**config.mk**
```make
export PLATFORM = sky130hd
export DESIGN_NAME = micro_sequencer
export DESIGN_NICKNAME = d
export VERILOG_FILES = /design/src/rtl/micro_sequencer.sv
export SDC_FILE = /design/constraint.sdc
export NUM_CORES = 1
export LEC_CHECK = 0
export CAP_MARGIN = 5
export CORE_MARGIN = 2
export CORE_UTILIZATION = 40
export DETAILED_ROUTE_END_ITERATION = 8
export PLACE_DENSITY_LB_ADDON = 0.2
export SETUP_SLACK_MARGIN = 0.3
export SYNTH_ARGS = -nofsm -noshare
export SYNTH_HDL_FRONTEND = slang
export SYNTH_SLANG_ARGS = --single-unit
```
**constraint.sdc**
```tcl
create_clock -name clk -period 4.42 [get_ports clk]
set_clock_uncertainty 0.05 [all_clocks]
set_input_delay 0.884 -clock clk [delete_from_list [all_inputs] [get_ports clk]]
set_output_delay 0.884 -clock clk [all_outputs]
set_load 0.05 [all_outputs]
```
**src/rtl/micro_sequencer.sv**
```systemverilog
// micro_sequencer: T-state tick generator and microcode addresser {flags, opcode, step}.
// Define STEP_DEBOUNCE_EN to insert a DEB_CYCLES stability filter on the step button.
module micro_sequencer #(
  parameter int OPCODE_W   = 4,
  parameter int FLAG_W     = 2,
  parameter int STEP_W     = 3,
  parameter int NUM_STEPS  = 5,
  parameter int PRESCALE   = 65536,
  parameter int DEB_CYCLES = 1024
) (
  input  logic                               clk,
  input  logic                               rst_n,
  input  logic                               run_en_i,
  input  logic                               step_btn_i,
  input  logic [OPCODE_W-1:0]                opcode_i,
  input  logic [FLAG_W-1:0]                  flags_i,
  input  logic                               halt_req_i,
  input  logic                               step_rst_i,
  output logic                               tick_o,
  output logic [STEP_W-1:0]                  step_o,
  output logic [FLAG_W+OPCODE_W+STEP_W-1:0]  uaddr_o,
  output logic                               halted_o
);
  localparam int PW = $clog2(PRESCALE);
  localparam logic [PW-1:0] PRE_LAST = PW'(PRESCALE - 1);
  localparam logic [PW-1:0] PRE_ARM = PW'(PRESCALE - 2);
  localparam logic [STEP_W-1:0] STEP_LAST = STEP_W'(NUM_STEPS - 1);

  typedef enum logic [1:0] {S_INIT, S_RUN, S_STEP, S_HALT} state_e;

  state_e            state_q;
  logic [PW-1:0]     pre_q;
  logic [STEP_W-1:0] step_q, step_d;
  logic              tick_q, btn_s1_q, btn_s2_q, btn_d_q, run_s1_q, run_s2_q;
  logic              btn_lvl, stepreq;

`ifdef STEP_DEBOUNCE_EN
  localparam int DW = $clog2(DEB_CYCLES + 1);
  logic [DW-1:0] deb_cnt_q;
  logic          deb_lvl_q;
  // The filtered level flips only after DEB_CYCLES consecutive cycles of disagreement.
  always_ff @(posedge clk or negedge rst_n) begin
    if (!rst_n) begin
      deb_cnt_q <= '0;
      deb_lvl_q <= 1'b0;
    end else if (btn_s2_q == deb_lvl_q) begin
      deb_cnt_q <= '0;
    end else if (deb_cnt_q == DW'(DEB_CYCLES - 1)) begin
      deb_cnt_q <= '0;
      deb_lvl_q <= btn_s2_q;
    end else begin
      deb_cnt_q <= deb_cnt_q + 1'b1;
    end
  end
  assign btn_lvl = deb_lvl_q;
`else
  assign btn_lvl = btn_s2_q & (DEB_CYCLES >= 0);
`endif

  assign stepreq = btn_lvl & ~btn_d_q;

  always_comb begin
    step_d = step_q;
    if (tick_q && !halt_req_i)
      step_d = (step_rst_i || step_q == STEP_LAST) ? '0 : step_q + 1'b1;
  end

  always_ff @(posedge clk or negedge rst_n) begin
    if (!rst_n) begin
      state_q  <= S_INIT;
      pre_q    <= '0;
      step_q   <= '0;
      tick_q   <= 1'b0;
      btn_s1_q <= 1'b0;
      btn_s2_q <= 1'b0;
      btn_d_q  <= 1'b0;
      run_s1_q <= 1'b0;
      run_s2_q <= 1'b0;
    end else begin
      btn_s1_q <= step_btn_i;
      btn_s2_q <= btn_s1_q;
      btn_d_q  <= btn_lvl;
      run_s1_q <= run_en_i;
      run_s2_q <= run_s1_q;
      step_q   <= step_d;
      // First cycle after reset: pick the mode and preload the run_en synchroniser to match.
      if (state_q == S_INIT) begin
        state_q  <= run_en_i ? S_RUN : S_STEP;
        run_s2_q <= run_en_i;
      end else if (tick_q && halt_req_i) begin
        state_q <= S_HALT;
        tick_q  <= 1'b0;
      end else if (state_q == S_RUN) begin
        if (!run_s2_q) begin
          state_q <= S_STEP;
          pre_q   <= '0;
          tick_q  <= 1'b0;
        end else begin
          pre_q  <= (pre_q == PRE_LAST) ? '0 : pre_q + 1'b1;
          tick_q <= (pre_q == PRE_ARM);
        end
      end else if (state_q == S_STEP) begin
        if (run_s2_q) begin
          state_q <= S_RUN;
          pre_q   <= '0;
          tick_q  <= 1'b0;
        end else begin
          tick_q <= stepreq & ~tick_q;
        end
      end else begin
        tick_q <= 1'b0;
      end
    end
  end

  assign tick_o   = tick_q;
  assign step_o   = step_q;
  assign halted_o = (state_q == S_HALT);
  assign uaddr_o  = {flags_i, opcode_i, step_q};
endmodule

```
After elaboration in Yosys (flattened, before gate mapping)
Index checks and enable logic that the tools add are counted.

storage, ports and cells
  bits in registers = 27
  output and inout port bits = 14

cells by class
  add/sub/neg operators = 2
  equal/unequal tests = 7
  mux-type cells = 19
  bitwise gates (word level) = 6
  reductions and logical operators = 11

operator list
  operator                 number
  $mux W16                 5
  $eq A16 B16 Y1 const B   2
  $add A16 B1 Y16 const B  1
  $mux W2                  7
  $reduce_bool A4 Y1       2
  $mux W1                  6
  $eq A2 B2 Y1 const B     2
  $ne A4 B4 Y1 const B     1
  $not A1 Y1               4
  $reduce_and A4 Y1        1
  $reduce_bool A2 Y1       2
  $add A3 B1 Y3 const B    1
  $eq A3 B3 Y1 const B     1
  $mux W3                  1
  $reduce_and A3 Y1        1
  $and A1 B1 Y1            2
  $eq A2 B1 Y1 const B     1
  $logic_and A1 B1 Y1      2
  $logic_not A2 Y1         1
  $logic_not A1 Y1         1
  $logic_or A1 B1 Y1       1

Logic depth before layout (Yosys ltp)
Gate-level depths: netlist (run 1).

  depth after elaboration = 7
  depth in mapped cells = 8
  mapped depth without buffers = 6

Worst setup path after synthesis (run 1)
No wires, ideal clock.

  path type = input to register
  start = input port halt_req_i
  end = register pre_q[12]
  setup time = 0.082 ns
  data arrival time = 1.863 ns
  slack = 2.425 ns
  stages on the path = 4
  cells stage by stage = a21oi_2 nand2b_4 or4b_1 a31oi_1

between the ends
  longest elaborated chain between the ends = 3

ends and longest elaborated chain
  item                         RTL line  text
  start, declared              17        input logic halt_req_i,
  $logic_and A1 B1 Y1          90        end else if (tick_q && halt_req_i) begin
  $not A1 Y1 (no line)         n/a
  $reduce_and A4 Y1 (no line)  n/a
  end signal, assigned         99        pre_q <= (pre_q == PRE_LAST) ? '0 : pre_q + 1'b1;
  end, declared                32        logic [PW-1:0] pre_q;

No other way between the ends.
A chain may end at the register's enable or synchronous reset.

Final worst setup path (run 1)
  start = register state_q[1]
  end = output port halted_o

between the ends
  longest elaborated chain between the ends = 1

ends and longest elaborated chain
  item                    RTL line  text
  start, declared         31        state_e state_q;
  start signal, assigned  88        state_q <= run_en_i ? S_RUN : S_STEP;
  $eq A2 B2 Y1            118       assign halted_o = (state_q == S_HALT);
  end, declared           22        output logic halted_o

No other way between the ends.

==> results of run 1 <==
==> per-stage QoR <==
stage | cells | power (W)
finish | 225 | 0.000872
floorplan | 172 | 0.000667
global placement | 221 | 0.000726
global route | 225 | 0.000939
detailed placement | 221 | 0.000737
CTS | 225 | 0.000879
==> registers in the layout (all words and copies together), names as in the netlist <==
name and flops:
run_s1_q 1, run_s2_q 1, tick_o 1, state_q 2, btn_d_q 1, pre_q 16, step_o 3, btn_lvl 1
btn_s1_q 1
==> cell families (layout without fill, tap and decap cells) <==
family / after synthesis / count (layout) / share of synthesized area
adders and majority gates: 8 / 8 / 0.0614
DFF: 27 / 27 / 0.414
xor gates and xnor gates: 6 / 6 / 0.0322
AOI/OAI and AO/OA: 34 / 34 / 0.141
buffers and inverters: 25 / 28 / 0.0990
and+or+nand+nor: 72 / 72 / 0.252
==> synth_stat cells (2+ instances only) <==
cell	n
and4_1	3
a21oi_1	2
nand3_1	13
buf_6	2
and3_2	2
dfrtp_1	27
a31oi_1	12
a21o_1	2
or4b_1	3
nor3_1	4
ha_1	8
buf_4	11
nor4_1	6
o21ai_0	7
a221o_1	2
nand2b_1	2
nand4_1	7
and4_2	2
nor2_1	10
xnor2_1	6
a41oi_1	2
nand2_1	15
inv_1	10
==> final timing paths <==
| check | start | end | slack, ns | depth (start not counted) |
|---|---|---|---|---|
| max | state_q[1]$_DFFE_PN0P_ | halted_o | 1.84 | 2 |
| min | btn_s1_q$_DFF_PN0_ | btn_lvl$_DFF_PN0_ | 0.31 | 0 |
| max reg2reg | pre_q[1]$_DFFE_PN0P_ | pre_q[6]$_DFFE_PN0P_ | 2.15 | 5 |
| min reg2reg | btn_s1_q$_DFF_PN0_ | btn_lvl$_DFF_PN0_ | 0.31 | 0 |
| max in group asynchronous | rst_n | pre_q[3]$_DFFE_PN0P_ | 3.14 | 2 |
| min in group asynchronous | rst_n | pre_q[15]$_DFFE_PN0P_ | 0.93 | 2 |
==> layer usage <==
layer | up-vias | global-route usage | part of all wire
met1 | 594 | 0.216 | 0.50
met3 | 4 | 0.0329 | 0.047
met5 | - | 0 | 0
li1 | 636 | - | -
met2 | 41 | 0.240 | 0.44
met4 | 0 | 0.0675 | 0.011
==> power groups by stage <==
stage / Sequential (W) / Clock, W / Combinational [W]
after floorplan: 0.000332 / 0 / 0.000335
after global placement: 0.000317 / 0 / 0.000409
after detailed placement: 0.000319 / 0 / 0.000418
after CTS: 0.000314 / 0.000145 / 0.000420
after global routing: 0.000321 / 0.000156 / 0.000462
final: 0.000315 / 0.000140 / 0.000417
==> cell type report <==
type	count	area (um2)
Multi-Input combinational cell	120	793
Timing Repair Buffer	14	138
Clock inverter	1	5.00
Fill cell	395	2220
Inverter	10	37.5
Sequential cell	27	676
Clock buffer	3	41.3
Tap cell	50	62.6
==> impl_metrics.csv, run 1 <==
group,metric,value,unit
worst_setup_path,cp_num_buf_inv,1,
global_routing,gr-total-overflow,0,
timing,tightest_slew,0.736,ns
worst_setup_path,cell_type_group_with_the_largest_total_delay_on_the_critical_path,"buffers and inverters",
placed_design,detailed_place.area,1710,um2
yosys,syn_avg_cell_area,9.48,um2
yosys,mappedNetlistArea,1630,um2
floorplanning,design.portCount,26,
final_layout,utilization_after_layout,0.441,
clock_network,holdBufCountCts,0,
floorplanning,initial_utilization,0.411,
floorplanning,die_width,67.8,um
detailed_routing,antenna_left,0,
floorplanning,floorplan.die.height,67.8,um
power,power.switching,0.000392,W
floorplanning,floorplan.die_area,4600,um2
yosys,synth_largest_type_area_fraction,0.414,
worst_setup_path,cp_data_required_time,3.49,ns
floorplanning,core-area,3970,um2
yosys,top_cells_by_area_in_the_synthesized_netlist,"dfrtp_1, ha_1, buf_4",
power,internal_power_contribution,0.000480,W
hold_path,hp-class,"reg -> reg",
placed_design,dp_worst_setup_slack,1.64,ns
worst_setup_path,cp_data_arrival_time,1.65,ns
timing,final.setup.tns,0,ns
clock_network,worst_setup_hold_path_clk_slew,0.09,ns
timing,finalHoldViolCount,0,
yosys,synth_largest_area_cell,"dfrtp_1",
global_routing,gr-usage-all-layers,0.157,
worst_setup_path,worst_path_max_delay_cell,"clkdlybuf4s50_1",
detailed_routing,via_per_inst,5.67,
power,power_leakage,0.713,nW
final_layout,layout_commonest_cell,"dfrtp_1",
power,p_comb_frac,0.478,
timing,max_freq,0.388,GHz
timing,timing.final.crit_share,0.584,
final_layout,num-nets-final,196,
timing,slew_headroom,0.507,
worst_setup_path,crit_path_cell_trace,"ha_1 -> clkdlybuf4s50_1",
yosys,synthArstFlopShare,1.00,
floorplanning,num_rows,23,
timing,post_route_worst_hold_slack,0.307,ns
worst_setup_path,worst-path-max-fanout,5,
worst_setup_path,cp_class,"reg -> out",
yosys,synth_edf_count,0,
yosys,yosys_register_bits,27,
power,p_clk_frac,0.161,
yosys,postSynth.topFlopCell,"dfrtp_1",
final_layout,antennaDiodeCount,0,
detailed_routing,drt-pass1-iter-count,4,
detailed_routing,first_iter_violations,110,
timing,grt_setup_unrepaired,"no",
detailed_routing,drt-total-wl,3.23,mm
final_layout,layout_common_cells,"dfrtp_1, nand2_1, nand3_1, clkdlybuf4s50_1, a31oi_1",
clock_network,cts_tree,"built",
yosys,synth-seq-area-share,0.414,
clock_network,clk_root_buffer_cell,"clkbuf_8",
final_layout,drive_above_1_share,0.0743,
yosys,postSynthCellCount,172,
yosys,yosys_warnings,0,
detailed_routing,residual_drc,0,
worst_setup_path,worst_setup_path_end_kind,"output port",
power,power.sequential.fraction,0.361,
clock_network,cts_num_sinks,27,
global_routing,grt_antenna_before_repair,0,
timing,count_of_final_max_slew_check_failures,0,
placed_design,post-dp-hpwl,2.38,mm
yosys,post_synth_num_cell_types,37,
placed_design,place.port_buffers,13,
final_layout,stdcell_area,1750,um2
power,power-per-cell-area,497,nW/um2
timing,worst_slack,1.84,ns
clock_network,cts.repair.resized,0,
placed_design,routabilityCongestion,0.841,
clock_network,clockBufferDepth,2,
clock_network,cts_made_buffers,3,
detailed_routing,num_vias,1275,
power,netSwitchingFraction,0.450,
clock_network,cts.repair_timing.setup_buffer_count,0,
final_layout,syn2layout_area_growth,7.52,%
yosys,synth.net_count,192,
clock_network,clock_latency,0.27,ns
global_routing,grt_first_pass_wirelength,5.52,mm
clock_network,htree_num_levels,1,
worst_setup_path,startpoint_type,"flip-flop",
run,maxCapViolCount,0,
global_routing,grt_pass1_vias,1166,
run_status,outcome,"finished clean",
power,peakVddDrop,198,uV
timing,finalSetupViolations,0,
worst_setup_path,cpPeakStageDelay,0.79,ns
global_routing,grt_max_degree,28,
timing,finalWorstPathRequiredPeriod,2.58,ns
detailed_routing,routed_wire_length_per_instance,14.4,um
Note: power is estimated with default switching activity, not from simulation.
==> run 2, diff against run 1 <==
==> constraint.sdc (replaced) <==
create_clock -name clk -period 2.1 [get_ports clk]
set_clock_uncertainty 0.05 [all_clocks]
set_input_delay 0.42 -clock clk [delete_from_list [all_inputs] [get_ports clk]]
set_output_delay 0.42 -clock clk [all_outputs]
set_load 0.05 [all_outputs]
==> run 2 against run 1 <==
Register-to-register slack got worse by 1.8 ns. Routed wire length increased by 7.9%. Non-clock buffer count increased by 13. Clock power increased by 110%. Total power increased by 150%. Flip-flop and latch count unchanged. Clock-buffer cell count increased by 1. Sequential power increased by 110%. Critical path type unchanged. Largest power group unchanged. Utilization increased by 4.1 points.
==> impl_metrics.csv, run 2 (synthesis gave the netlist of run 1 again) <==
group,metric,value,unit
detailed_routing,antenna_left,0,
final_layout,layout_common_cells,"dfrtp_1, nand2_1, buf_4, nand3_1, a31oi_1",
worst_setup_path,worst_setup_path_end_kind,"output port",
final_layout,num-nets-final,209,
run_status,outcome,"finished clean",
hold_path,hp-class,"reg -> reg",
worst_setup_path,rrSetupSlack,0.34,ns
placed_design,post-dp-hpwl,2.50,mm
final_layout,largest_register_ffs,16,
power,power_leakage,0.795,nW
clock_network,htree_num_levels,1,
timing,tightest_slew,0.493,ns
worst_setup_path,startpoint_type,"flip-flop",
detailed_routing,via_per_inst,5.60,
worst_setup_path,rr_startpoint,"pre_q[1]$_DFFE_PN0P_",
detailed_routing,drt-total-wl,3.49,mm
worst_setup_path,worst_path_max_delay_cell,"dfrtp_1",
final_layout,antennaDiodeCount,0,
global_routing,gr-total-overflow,0,
floorplanning,floorplan.die.height,67.8,um
power,peakVddDrop,562,uV
timing,grt_setup_unrepaired,"yes",
timing,finalWorstPathRequiredPeriod,1.77,ns
global_routing,grt_pass1_vias,1359,
timing,count_of_final_max_slew_check_failures,0,
detailed_routing,num_vias,1333,
final_layout,layout_commonest_cell,"dfrtp_1",
global_routing,grt_first_pass_wirelength,6.42,mm
clock_network,cts_tree,"built",
worst_setup_path,critical_path_most_common_cell,"buf_4",
worst_setup_path,cp_data_arrival_time,1.30,ns
timing,final.setup.tns,0,ns
timing,finalHoldViolCount,0,
detailed_routing,residual_drc,0,
worst_setup_path,worst-path-max-fanout,4,
clock_network,clock_latency,0.27,ns
placed_design,dp_worst_setup_slack,0.0708,ns
clock_network,worst_setup_hold_path_clk_slew,0.09,ns
clock_network,clk_root_buffer_cell,"clkbuf_8",
clock_network,clockBufferDepth,2,
clock_network,holdBufCountCts,0,
power,power-per-cell-area,1130,nW/um2
worst_setup_path,cp_data_required_time,1.63,ns
clock_network,cts_made_buffers,3,
global_routing,grt_antenna_before_repair,0,
global_routing,grt_max_degree,28,
worst_setup_path,cp_class,"reg -> out",
detailed_routing,first_iter_violations,77,
hold_path,worst_hold_path.num_cells,0,
timing,max_freq,0.566,GHz
detailed_routing,routed_wire_length_per_instance,14.7,um
final_layout,drive_above_1_share,0.213,
timing,worst_slack,0.334,ns
placed_design,place.port_buffers,13,
placed_design,routabilityCongestion,0.821,
final_layout,syn2layout_area_growth,17.5,%
final_layout,top_register,"pre_q",
floorplanning,core-area,3970,um2
worst_setup_path,cpPeakStageDelay,0.41,ns
global_routing,gr-usage-all-layers,0.184,
timing,slew_headroom,0.673,
floorplanning,die_width,67.8,um
timing,finalSetupViolations,0,
floorplanning,design.portCount,26,
floorplanning,num_rows,23,
worst_setup_path,crit_path_cell_trace,"buf_4 -> buf_4 -> ha_1 -> buf_6",
detailed_routing,drt-pass1-iter-count,4,
clock_network,cts_num_sinks,27,
run,maxCapViolCount,0,
worst_setup_path,capturing_instance_or_port_of_the_critical_path,"halted_o",
worst_setup_path,rr_worst_depth,5,
timing,timing.final.crit_share,0.841,
worst_setup_path,worst_setup_path_startpoint,"state_q[1]$_DFFE_PN0P_",
floorplanning,floorplan.die_area,4600,um2
worst_setup_path,rr_endpoint,"pre_q[12]$_DFFE_PN0P_",
floorplanning,initial_utilization,0.411,
-- run 2: worst min-delay path by stage --
stage | slack, ns | end | from
CTS | 0.32 | btn_lvl$_DFF_PN0_ | btn_s1_q$_DFF_PN0_
detailed placement | 0.30 | btn_lvl$_DFF_PN0_ | btn_s1_q$_DFF_PN0_
floorplan | 0.07 | btn_d_q$_DFF_PN0_ | rst_n
global route | 0.34 | btn_lvl$_DFF_PN0_ | btn_s1_q$_DFF_PN0_
global placement | 0.29 | btn_lvl$_DFF_PN0_ | btn_s1_q$_DFF_PN0_
finish | 0.32 | btn_lvl$_DFF_PN0_ | btn_s1_q$_DFF_PN0_
-- run 2: repair_timing --
item	in CTS	in global routing
setup buffers	6	2
resized for setup	9	14
setup endpoints to repair	19	13
pin swaps	2	5
-- run 2: per-stage QoR --
stage	total power, W	area [um2]	util	hold WS [ns]	instances
after floorplan	0.00147	1650	-	0.0744	172
after global placement	0.00166	1760	0.444	0.286	226
after detailed placement	0.00169	1760	0.444	0.302	226
after CTS	0.00209	1860	0.467	0.324	236
after global routing	0.00235	1920	0.482	0.336	238
final	0.00217	1920	0.482	0.322	238
-- run 2: final cells by class --
cell class	instances	area, um2
Clock buffer	4	45.0
Multi-Input combinational cell	120	862
Timing Repair Buffer	27	230
Fill cell	380	2060
Sequential cell	27	678
Tap cell	50	62.6
Inverter	10	37.5
-- run 2: critical path: cells and delay by family (launching register included) --
family	cells	cell delay [ns]
buffers and inverters	3	0.43
adder cells (fa/ha/maj)	1	0.18
flip-flops	1	0.41
-- run 2: routing by layer --
| layer | GRT usage | vias up | part of all wire | wire length (um) |
|---|---|---|---|---|
| li1 | - | 663 | - | - |
| met3 | 0.0280 | 7 | 0.032 | 111 |
| met5 | 0 | - | 0 | 0 |
| met4 | 0.0800 | 0 | 0.021 | 75 |
| met1 | 0.239 | 641 | 0.46 | 1600 |
| met2 | 0.303 | 22 | 0.49 | 1700 |
-- run 2: power by group --
group | total (W) | leakage, nW | switching (W) | internal, W
Sequential | 0.000650 | 0.356 | 0.0000691 | 0.000581
Clock | 0.000300 | 0.0228 | 0.000164 | 0.000136
Combinational | 0.00122 | 0.416 | 0.000701 | 0.000515
==> run 3, diff against run 2 <==
==> constraint.sdc (replaced) <==
create_clock -name clk -period 1.6 [get_ports clk]
set_clock_uncertainty 0.05 [all_clocks]
set_input_delay 0.32 -clock clk [delete_from_list [all_inputs] [get_ports clk]]
set_output_delay 0.32 -clock clk [all_outputs]
set_load 0.05 [all_outputs]
==> run 3 against run 2 <==
The run now ends with negative setup slack left. Total power up 82%. Via count is 23% higher. Highest routed layer unchanged. Design area is 37% higher. Largest power group unchanged.
==> impl_metrics.csv, run 3 (synthesis gave the netlist of run 1 again) <==
group,metric,value,unit
floorplanning,design.portCount,26,
final_layout,num-nets-final,248,
final_layout,layout_commonest_cell,"buf_4",
clock_network,holdBufCountCts,0,
run_status,outcome,"finished, violations left",
global_routing,grt_max_degree,28,
global_routing,gr-usage-all-layers,0.215,
detailed_routing,first_iter_violations,153,
worst_setup_path,cp_num_buf_inv,1,
timing,timing.final.crit_share,1.09,
detailed_routing,antenna_left,0,
worst_setup_path,cp_class,"reg -> reg",
final_layout,top_register,"pre_q",
floorplanning,num_rows,23,
worst_setup_path,cpPeakStageDelay,0.56,ns
detailed_routing,routed_wire_length_per_instance,17.8,um
final_layout,largest_register_ffs,16,
final_layout,stdcell_area,2630,um2
timing,finalHoldViolCount,0,
timing,final.setup.tns,-0.690,ns
clock_network,worst_setup_hold_path_clk_slew,0.10,ns
power,tot_pwr,0.00394,W
run_status,violations,"negative setup slack",
timing,slew_headroom,0.737,
final_layout,utilization_after_layout,0.661,
clock_network,clock_latency,0.28,ns
run,maxCapViolCount,0,
worst_setup_path,worst-path-max-fanout,4,
detailed_routing,drt-total-wl,4.92,mm
detailed_routing,residual_drc,0,
timing,grt_setup_unrepaired,"yes",
timing,count_of_final_max_slew_check_failures,0,
worst_setup_path,cp_data_arrival_time,1.90,ns
final_layout,drive_above_1_share,0.524,
worst_setup_path,worst_path_max_delay_cell,"or4b_1",
worst_setup_path,worst_setup_path_end_kind,"flip-flop",
detailed_routing,via_per_inst,5.94,
timing,tightest_slew,0.391,ns
clock_network,cts_tree,"built",
clock_network,cts_made_buffers,3,
power,power-per-cell-area,1500,nW/um2
global_routing,grt_first_pass_wirelength,7.40,mm
global_routing,grt_pass1_vias,1561,
timing,finalWorstPathRequiredPeriod,1.75,ns
timing,worst_slack,-0.147,ns
final_layout,layout_common_cells,"buf_4, dfrtp_1, buf_6, a31oi_1, nand2_1",
hold_path,hp-class,"reg -> reg",
timing,max_freq,0.572,GHz
worst_setup_path,startpoint_type,"flip-flop",
placed_design,detailed_place.area,2140,um2
floorplanning,floorplan.die.height,67.8,um
placed_design,place.port_buffers,13,
clock_network,htree_num_levels,1,
final_layout,antennaDiodeCount,0,
detailed_routing,drt-pass1-iter-count,5,
floorplanning,initial_utilization,0.411,
floorplanning,floorplan.die_area,4600,um2
worst_setup_path,crit_path_cell_trace,"buf_4 -> nand4_1 -> nor3_1 -> or4b_1 -> a31oi_1",
final_layout,fill_cells,295,
detailed_routing,num_vias,1644,
worst_setup_path,rrSetupSlack,-0.15,ns
timing,post_route_worst_hold_slack,0.324,ns
floorplanning,core-area,3970,um2
worst_setup_path,cp_data_required_time,1.75,ns
power,peakVddDrop,796,uV
final_layout,syn2layout_area_growth,61.0,%
global_routing,grt_antenna_before_repair,0,
global_routing,gr-total-overflow,0,
placed_design,post-dp-hpwl,3.01,mm
clock_network,cts_num_sinks,27,
clock_network,clk_root_buffer_cell,"clkbuf_8",
worst_setup_path,cell_type_group_with_the_largest_total_delay_on_the_critical_path,"simple AND/OR/NAND/NOR gates",
timing,finalSetupViolations,9,
floorplanning,die_width,67.8,um
power,power_leakage,1.08,nW
clock_network,clockBufferDepth,2,
placed_design,routabilityCongestion,0.876,
-- run 3: cell types whose count changed in the layout (fill, tap and decap cells not counted), moves of 4 or more --
| cell | previous run | this run |
|---|---|---|
| dlygate4sd2_1 | 6 | 0 |
| buf_4 | 14 | 37 |
| nand3_2 | 0 | 4 |
| nand2_1 | 14 | 10 |
| o21ai_0 | 7 | 3 |
| nor4_4 | 0 | 5 |
| buf_12 | 0 | 8 |
| buf_6 | 2 | 15 |
| nand3_1 | 13 | 8 |
| nor4_1 | 6 | 1 |
-- run 3: cell type report --
cell class / count / area (um2) / share of cell area
multi-input cells: 120 / 1130 / 0.429
flip-flops and latches: 27 / 681 / 0.259
repair buffers: 66 / 672 / 0.256
well taps: 50 / 62.6 / 0.0238
clock buffers: 4 / 45.0 / 0.0172
inverters: 10 / 37.5 / 0.0143
-- run 3: repair_timing --
item                                    4_1_cts  5_1_grt
pin swaps                                    25       13
endpoints found under the setup margin       27       26
setup buffers                                 5        7
gates resized for setup                      53       18
gates cloned                                  1        0
-- run 3: where the power goes --
part,internal (W),switching [W],total (W)
Sequential,0.000765,0.000100,0.000865
Clock,0.000179,0.000228,0.000407
Combinational,0.00132,0.00135,0.00266
-- run 3: worst register-to-register path, cell delays in order, from the launching register on --
cell	delay, ns
dfrtp_1	0.39
buf_4	0.16
nand4_1	0.24
nor3_1	0.13
or4b_1	0.56
a31oi_1	0.15
-- run 3: final timing paths --
| check | end | start | cells past startpoint |
|---|---|---|---|
| max | pre_q[10]$_DFFE_PN0P_ | pre_q[5]$_DFFE_PN0P_ | 5 |
| min | btn_lvl$_DFF_PN0_ | btn_s1_q$_DFF_PN0_ | 0 |
| max reg2reg | pre_q[10]$_DFFE_PN0P_ | pre_q[5]$_DFFE_PN0P_ | 5 |
| min reg2reg | btn_lvl$_DFF_PN0_ | btn_s1_q$_DFF_PN0_ | 0 |
| max in group asynchronous | tick_o$_DFFE_PN0N_ | rst_n | 2 |
| min in group asynchronous | step_o[0]$_DFFE_PN0P_ | rst_n | 2 |
-- run 3: per-layer routing --
| layer | up-vias | GRT usage | share of wire |
|---|---|---|---|
| li1 | 745 | - | - |
| met4 | 0 | 0.0750 | 0.026 |
| met3 | 19 | 0.0313 | 0.057 |
| met2 | 83 | 0.362 | 0.51 |
| met1 | 797 | 0.282 | 0.41 |
| met5 | - | 0 | 0 |
-- run 3: stage by stage --
stage / worst slack [ns] / std cells
2_1_floorplan: -0.165 / 172
3_3_place_gp: -0.272 / 260
3_5_place_dp: -0.265 / 260
4_1_cts: -0.146 / 270
5_1_grt: -0.202 / 277
6_report: -0.147 / 277
